--- src/rtl/core_iencode.sv ---
// RV32I instruction encoder: packs field bundles into 32-bit words, checks immediates,
// and streams words with sequential word-aligned addresses through a small FIFO.
module core_iencode #(
    parameter logic [31:0] START_ADDR = 32'h0000_0000,
    parameter int          DEPTH      = 2
) (
    input  logic        CLK,
    input  logic        NRST,
    input  logic        IN_VALID,
    output logic        IN_READY,
    input  logic [6:0]  IN_OPCODE,
    input  logic [4:0]  IN_RD,
    input  logic [4:0]  IN_RS1,
    input  logic [4:0]  IN_RS2,
    input  logic [2:0]  IN_FUNCT3,
    input  logic [6:0]  IN_FUNCT7,
    input  logic [31:0] IN_IMM,
    output logic        OUT_VALID,
    input  logic        OUT_READY,
    output logic [31:0] OUT_INSTR,
    output logic [31:0] OUT_ADDR,
    output logic        ERR,
    output logic [1:0]  ERR_CODE,
    output logic [7:0]  DROP_CNT,
    input  logic        CLR_ERR
);
    localparam int PW = (DEPTH > 1) ? $clog2(DEPTH) : 1;
    localparam int CW = PW + 1;
    localparam logic [CW-1:0] DEPTH_C = CW'(DEPTH);

    logic [DEPTH-1:0][31:0] instr_q, instr_d;
    logic [DEPTH-1:0][31:0] addr_q, addr_d;
    logic [PW-1:0]          wr_ptr_q, wr_ptr_d, rd_ptr_q, rd_ptr_d;
    logic [CW-1:0]          count_q, count_d;
    logic [31:0]            pc_q, pc_d;
    logic                   in_ready_q, in_ready_d;
    logic                   err_q, err_d;
    logic [1:0]             err_code_q, err_code_d;
    logic [7:0]             drop_cnt_q, drop_cnt_d;

    logic [31:0] enc;
    logic        bad_op, misal, range_err;
    logic        ok11, ok12, ok20;
    logic        accept, drop, push, pop;
    logic [1:0]  new_code;

    assign ok11 = (&IN_IMM[31:11]) | ~(|IN_IMM[31:11]);
    assign ok12 = (&IN_IMM[31:12]) | ~(|IN_IMM[31:12]);
    assign ok20 = (&IN_IMM[31:20]) | ~(|IN_IMM[31:20]);

    always_comb begin
        enc       = '0;
        bad_op    = 1'b0;
        misal     = 1'b0;
        range_err = 1'b0;
        case (IN_OPCODE)
            7'b0110011: enc = {IN_FUNCT7, IN_RS2, IN_RS1, IN_FUNCT3, IN_RD, IN_OPCODE};
            7'b0010011: begin
                // Shift-immediates carry funct7 in the upper bits and a 5-bit shamt.
                if (IN_FUNCT3 == 3'b001 || IN_FUNCT3 == 3'b101) begin
                    enc       = {IN_FUNCT7, IN_IMM[4:0], IN_RS1, IN_FUNCT3, IN_RD, IN_OPCODE};
                    range_err = |IN_IMM[31:5];
                end else begin
                    enc       = {IN_IMM[11:0], IN_RS1, IN_FUNCT3, IN_RD, IN_OPCODE};
                    range_err = ~ok11;
                end
            end
            7'b0000011, 7'b1100111: begin
                enc       = {IN_IMM[11:0], IN_RS1, IN_FUNCT3, IN_RD, IN_OPCODE};
                range_err = ~ok11;
            end
            7'b0100011: begin
                enc       = {IN_IMM[11:5], IN_RS2, IN_RS1, IN_FUNCT3, IN_IMM[4:0], IN_OPCODE};
                range_err = ~ok11;
            end
            7'b1100011: begin
                enc       = {IN_IMM[12], IN_IMM[10:5], IN_RS2, IN_RS1, IN_FUNCT3,
                             IN_IMM[4:1], IN_IMM[11], IN_OPCODE};
                misal     = IN_IMM[0];
                range_err = ~ok12;
            end
            7'b0110111, 7'b0010111: begin
                enc       = {IN_IMM[31:12], IN_RD, IN_OPCODE};
                range_err = |IN_IMM[11:0];
            end
            7'b1101111: begin
                enc       = {IN_IMM[20], IN_IMM[10:1], IN_IMM[11], IN_IMM[19:12], IN_RD, IN_OPCODE};
                misal     = IN_IMM[0];
                range_err = ~ok20;
            end
            default: bad_op = 1'b1;
        endcase
    end

    assign new_code = bad_op ? 2'b01 : (misal ? 2'b11 : 2'b10);
    assign accept   = IN_VALID & in_ready_q;
    assign drop     = accept & (bad_op | misal | range_err);
    assign push     = accept & ~drop;
    assign pop      = OUT_VALID & OUT_READY;

    always_comb begin
        instr_d  = instr_q;
        addr_d   = addr_q;
        wr_ptr_d = wr_ptr_q;
        rd_ptr_d = rd_ptr_q;
        pc_d     = pc_q;
        if (push) begin
            instr_d[wr_ptr_q] = enc;
            addr_d[wr_ptr_q]  = pc_q;
            wr_ptr_d          = wr_ptr_q + PW'(1);
            pc_d              = pc_q + 32'd4;
        end
        if (pop) rd_ptr_d = rd_ptr_q + PW'(1);
        count_d    = count_q + CW'(push) - CW'(pop);
        // Readiness follows the post-edge occupancy, so a pop frees space one cycle later.
        in_ready_d = (count_d < DEPTH_C);
    end

    always_comb begin
        err_d      = err_q;
        err_code_d = err_code_q;
        drop_cnt_d = drop_cnt_q;
        if (CLR_ERR) begin
            err_d      = 1'b0;
            err_code_d = 2'b00;
            drop_cnt_d = 8'd0;
        end
        // Applied after the clear so a coincident new error survives it.
        if (drop) begin
            if (!err_d) err_code_d = new_code;
            err_d = 1'b1;
            if (drop_cnt_d != 8'hFF) drop_cnt_d = drop_cnt_d + 8'd1;
        end
    end

    always_ff @(posedge CLK or negedge NRST) begin
        if (!NRST) begin
            instr_q    <= '0;
            addr_q     <= '0;
            wr_ptr_q   <= '0;
            rd_ptr_q   <= '0;
            count_q    <= '0;
            pc_q       <= {START_ADDR[31:2], 2'b00};
            in_ready_q <= 1'b0;
            err_q      <= 1'b0;
            err_code_q <= 2'b00;
            drop_cnt_q <= 8'd0;
        end else begin
            instr_q    <= instr_d;
            addr_q     <= addr_d;
            wr_ptr_q   <= wr_ptr_d;
            rd_ptr_q   <= rd_ptr_d;
            count_q    <= count_d;
            pc_q       <= pc_d;
            in_ready_q <= in_ready_d;
            err_q      <= err_d;
            err_code_q <= err_code_d;
            drop_cnt_q <= drop_cnt_d;
        end
    end

    assign IN_READY  = in_ready_q;
    assign OUT_VALID = (count_q != '0);
    assign OUT_INSTR = OUT_VALID ? instr_q[rd_ptr_q] : 32'd0;
    assign OUT_ADDR  = OUT_VALID ? addr_q[rd_ptr_q] : 32'd0;
    assign ERR       = err_q;
    assign ERR_CODE  = err_code_q;
    assign DROP_CNT  = drop_cnt_q;
endmodule

--- config.mk ---
export PLATFORM = sky130hd
export DESIGN_NAME = core_iencode
export DESIGN_NICKNAME = d
export VERILOG_FILES = /design/src/rtl/core_iencode.sv
export SDC_FILE = /design/constraint.sdc
export NUM_CORES = 1
export LEC_CHECK = 0
export CAP_MARGIN = 20
export CORE_ASPECT_RATIO = 0.6
export CORE_MARGIN = 5
export CORE_UTILIZATION = 30
export CTS_CLUSTER_DIAMETER = 120
export DETAILED_ROUTE_END_ITERATION = 16
export HOLD_SLACK_MARGIN = 0.03
export PLACE_DENSITY = 0.55
export SYNTH_ARGS = -nofsm -noshare
export SYNTH_HDL_FRONTEND = slang
export SYNTH_SLANG_ARGS = --single-unit
--- constraint.sdc ---
create_clock -name CLK -period 2.55 [get_ports CLK]
set_input_delay 0.255 -clock CLK [delete_from_list [all_inputs] [get_ports CLK]]
set_output_delay 0.255 -clock CLK [all_outputs]
set_load 0.01 [all_outputs]
After elaboration in Yosys (flattened, before gate mapping) --
Index checks and enable logic that the tools add are counted. Widths: inputs -> output; s select.
Cells by class: add/sub/neg operators 6, magnitude comparators 4, eq/ne operators 12, mux-type cells 26, bitwise operators 16, reductions and logical operators 16
Operators with widths (count):
- $mux 32 | 8
- $pmux 32 s7 | 1
- $bwmux 64 | 2
- $add 32x3->32 const B | 1
- $demux 32 s1 | 1
- $reduce_or 27->1 | 1
- $mux 8 | 3
- $reduce_or 12->1 | 2
- $eq 7x6->1 const B | 3
- $eq 7x7->1 const B | 3
- $reduce_and 21->1 | 1
- $reduce_or 21->1 | 1
- $reduce_and 20->1 | 1
- $reduce_or 20->1 | 1
- $eq 7x5->1 const B | 2
- $reduce_and 12->1 | 1
- $reduce_or 9->1 | 1
- $add 8x1->8 const B | 1
- $mux 2 | 4
- $ne 8x8->1 const B | 1
- $eq 7x2->1 const B | 1
- $not 1->1 | 7
- $mux 1 | 6
- $reduce_or 2->1 | 3
- other kinds (15) | 24
Word-level totals: flip-flop bits (word level) 176, input port bits 69, output and inout port bits 77, word-level logic and storage cells 92

Logic depth before layout (Yosys ltp) --
depth in word-level cells 13, gate-level depth with buffers 16, depth with buffers taken out 13

Worst setup path before layout --
No wires, ideal clock.
path kind input -> register, start input port IN_IMM[27], end register count_q[1], setup time 121 ps, data arrival time 2591 ps, data required time 2429 ps, slack -161 ps, stages on the path 14, buffers on the path 1, cell sequence nor4_1 > nand3_1 > nor4_1 > a311o_2 > nand4_4 > buf_4 > nor2_1 > inv_1 > ha_1 > inv_1 > ha_1 > xnor2_1 > xor2_1 > inv_1
Between the ends: word-level cells in the longest chain between the ends 12, elaborated cells on any way between the ends 24, classes of those cells add/sub: 2; mux: 2; bitwise: 13; reduce/logical: 7
Ends and longest elaborated chain:
- from (decl) | RTL line 17 | input logic [31:0] IN_IMM,
- $reduce_or 21->1 | RTL line 47 | assign ok11 = (&IN_IMM[31:11]) | ~(|IN_IMM[31:11]);
- $not 1->1 | RTL line 47
- $or 1x1->1 | RTL line 47
- $not 1->1 | RTL line 65, 70, 74
- $mux 1 | RTL line 60 | if (IN_FUNCT3 == 3'b001 || IN_FUNCT3 == 3'b101) begin
- $pmux 1 s5 (*) | RTL line 56 | case (IN_OPCODE)
- $or 1x1->1 (*) | RTL line 97 | assign drop = accept & (bad_op | misal | range_err);
- $and 1x1->1 (*) | RTL line 97
- $not 1->1 (*) | RTL line 98 | assign push = accept & ~drop;
- $and 1x1->1 (*) | RTL line 98
- $add 2x1->2 (*) | RTL line 114 | count_d = count_q + CW'(push) - CW'(pop);
- $sub 2x1->2 (*) | RTL line 114
- named net count_d[1] | RTL line 34 | logic [CW-1:0] count_q, count_d;
- to (signal assigned) | RTL line 153 | count_q <= count_d;
- to (decl) | RTL line 34
Mark *: on every way through the listed nets, which the timed path passes. The rest lies on a longest branch. A chain may end at the register's enable or synchronous reset.

Worst setup path in the final report --
start register rd_ptr_q, end output port OUT_ADDR[31]
Between the ends: word-level cells in the longest chain between the ends 3
Ends and longest elaborated chain:
- from (decl) | RTL line 33 | logic [PW-1:0] wr_ptr_q, wr_ptr_d, rd_ptr_q, rd_ptr_d;
- from (signal assigned) | RTL line 152 | rd_ptr_q <= rd_ptr_d;
- $mux 32 (implied by the code) (2 in series) | RTL line 165 | assign OUT_ADDR = OUT_VALID ? addr_q[rd_ptr_q] : 32'd0;
- $mux 32 | RTL line 165
- to (decl) | RTL line 21 | output logic [31:0] OUT_ADDR,
No other way between the ends. The select of a mux whose other input is x is not followed.

==> flow_summary.toml <==
[outcome]
status = "finished clean"

[finish]
design_area_sq_um = 12000
utilization = 0.419
fin_nets = 1057
fill_cells = 2744
multi_input_area_sq_um = 4190
n_antenna_cell = 0
drive_above_1_share = 0.220
regArea_sq_um = 4260
area_delta_synth_final_pct = 38.3

[global_routing]
overflow = 0
antenna_found_initial = 3
track_usage = 0.152
grt_max_degree = 64
grt_pass1_vias = 6623
grt_first_pass_wirelength_um = 38800

[sta]
fin_crit_sh = 0.970
worstMarginPinSlew_ns = 0.551
relSlewSlack = 0.633
hold_violations = 0
whs_ns = 0.211
setup_viol = 0
period_needed_ns = 2.47
drv_slew = 0
final.setup_skew_ns = 0.00797
max_freq_mhz = 404

[routing]
drt_iter0_drc = 445
via_count = 6585
wl_per_cell_um = 17.8
drt_pre_antenna_iters = 7
vias_per_cell = 4.80
routed_wl_um = 24400
ant_nets = 0
route.detailed.drc = 0

[pwr]
power_density_nw_per_um2 = 641
finalPower_w = 0.00768
ir_drop_mv = 0.385
p_leak_nw = 5.98

[worst_setup_path]
crit_chain = "buf_12, mux2i_1, nor2_1, clkdlybuf4s50_1"
cpMaxStageDelayCell = "dfrtp_4"
cp.required_ns = 2.30
endpoint_kind = "output pin"
critPathKind = "reg2out"
critPathLaunchType = "flop"
arrival_ns = 2.22
crit_fanout = 23
worst_path_largest_cell_delay_ns = 0.59

[clock_tree]
path_clk_slew_ns = 0.07
cts_tree = "yes"
insertion_delay_ns = 0.43
cts_htree_levels = 4
numCtsBuffers = 17
cts_sinks = 170
clockBufferDepth = 2
root_buffer = "clkbuf_16"

[floorplanning]
rows = 48
chipHeight_um = 142
ioPinCount = 146
start_util = 0.303
die_x_um = 229
coreArea_sq_um = 28600
fp.dieArea_sq_um = 32500

[synth]
synth-edff-count = 0
synth_area_sq_um = 8670
yosysUniqueCellTypes = 53
synth_ff_type = "dfrtp_1"
synth-seq-area-share = 0.491
syn_avg_cell_area_sq_um = 11.3
syn-instance-count = 769
synth_warnings = 0
ys_seq_elements = 170
synthArstFlopShare = 1.00

[worst_hold_path]
hp-class = "in2async"

[place]
post_dp_cell_area_sq_um = 11200
dpl.hpwl_um = 18100
finalWeightedCongestion = 0.812
port_buffers = 143

[flow_run]
drv_cap = 0
==> cell families after synthesis <==
logic type                 after synthesis  synth area share
other                                    1          0.000433
DFF                                    170             0.491
and+or+nand+nor                        249             0.142
adders and majority gates                4           0.00577
xor gates and xnor gates                36            0.0364
muxes                                  187             0.233
buffers and inverters                   68            0.0433
AOI/OAI and AO/OA                       54            0.0475
==> flip-flops by register name, summed over array words and instances (netlist names) <==
name / flops
instr_q: 64
addr_q: 60
pc_q: 30
DROP_CNT: 8
ERR_CODE: 2
count_q: 2
ERR: 1
IN_READY: 1
rd_ptr_q: 1
wr_ptr_q: 1
==> synth_stat cells (2+ instances only) <==
cell,n,area [sq um]
nand2_1,49,184
buf_6,13,146
nor2_1,82,308
nor4_1,15,93.8
nand3_1,14,70.1
and2_1,7,43.8
nand4_1,19,119
dfrtp_1,170,4250
nand2b_1,8,50.1
a22o_1,12,105
mux2i_1,66,661
clkbuf_1,18,67.6
inv_1,19,71.3
nor3_4,2,32.5
xor2_1,28,245
and3_1,7,43.8
a21oi_1,6,30.0
buf_2,6,30.0
buf_1,8,30.0
ha_1,4,50.1
nor2b_1,5,31.3
or2_2,5,31.3
nor3_1,27,135
o21ai_0,9,45.0
mux2_2,52,586
mux2_1,69,777
xnor2_1,8,70.1
o32ai_1,2,17.5
buf_4,4,30.0
a22oi_1,12,90.1
==> per-layer routing <==
metal	track usage	wire, um	part of all wire
met3	0.0394	956	0.039
met2	0.209	9990	0.41
met4	0.0307	293	0.012
met5	0	0	0
met1	0.237	13200	0.54
==> timing repair <==
action                                  in CTS  in global routing
pin swaps                                    1                 18
gates resized for setup                      2                 50
hold endpoints to repair                   127                  0
setup buffers                                0                  2
gates cloned                                 0                  0
hold buffers                                 1                  0
endpoints found under the setup margin       7                130
==> final timing paths <==
| kind | startpoint | end | slack [ns] | cells after the start |
|---|---|---|---|---|
| worst min-delay path | NRST | instr_q[53]$_DFFE_PN0P_ | 0.21 | 2 |
| worst max register to register | DROP_CNT[1]$_DFF_PN0_ | DROP_CNT[4]$_DFF_PN0_ | 0.26 | 8 |
| max in group asynchronous | NRST | addr_q[55]$_DFFE_PN0P_ | 1.54 | 3 |
| worst min register to register | instr_q[1]$_DFFE_PN0P_ | instr_q[1]$_DFFE_PN0P_ | 0.47 | 1 |
| min in group CLK | IN_IMM[17] | instr_q[49]$_DFFE_PN0P_ | 0.33 | 3 |
| worst max-delay path | rd_ptr_q$_DFFE_PN0P_ | OUT_ADDR[31] | 0.08 | 4 |
==> cell usage in the layout, fill, tap and decap left out, types with 6 or more instances in the layout <==
master             n
nor2_1            77
a22oi_1           12
a21oi_1            6
nor3_1            24
mux2_2            52
dlymetal6s2s_1    28
xnor2_1            7
dfrtp_1          169
mux2_1            69
and2_1             7
nand3_1           13
clkdlybuf4s50_1  114
buf_12            13
mux2i_1           66
nand4_1           19
nand2b_1           8
buf_4             86
and3_1             7
nor4_1             7
a22o_1            12
inv_1             19
clkbuf_16         17
xor2_1            28
o21ai_0            9
nand2_1           47
==> through the flow <==
| stage | cells | worst slack, ns | setup TNS (ns) |
|---|---|---|---|
| global route | 1372 | -0.0391 | -0.0391 |
| floorplan | 770 | -0.00457 | -0.00457 |
| CTS | 1370 | 0.00465 | 0 |
| finish | 1372 | 0.0777 | 0 |
| global placement | 1337 | -0.486 | -62.24 |
| detailed placement | 1337 | -0.486 | -62.43 |
==> power breakdown <==
part | switching [W] | internal (W) | total (W)
Clock | 0.00114 | 0.00141 | 0.00255
Sequential | 0.000209 | 0.00293 | 0.00314
Combinational | 0.00102 | 0.000976 | 0.00199
==> cell type report <==
type	count	area share
flip-flops and latches	170	0.355
multi-input cells	532	0.349
repair buffers	244	0.203
well taps	375	0.0391
clock buffers	20	0.0381
clock inverters	12	0.00971
inverters	19	0.00595
==> critical path: cells and delay by family, from the launching register on <==
kind          cells  cell delay (ns)
buf+inv           2             0.74
mux               1             0.39
flops             1             0.59
simple gates      1             0.07
(Power assumes the default switching activity.)
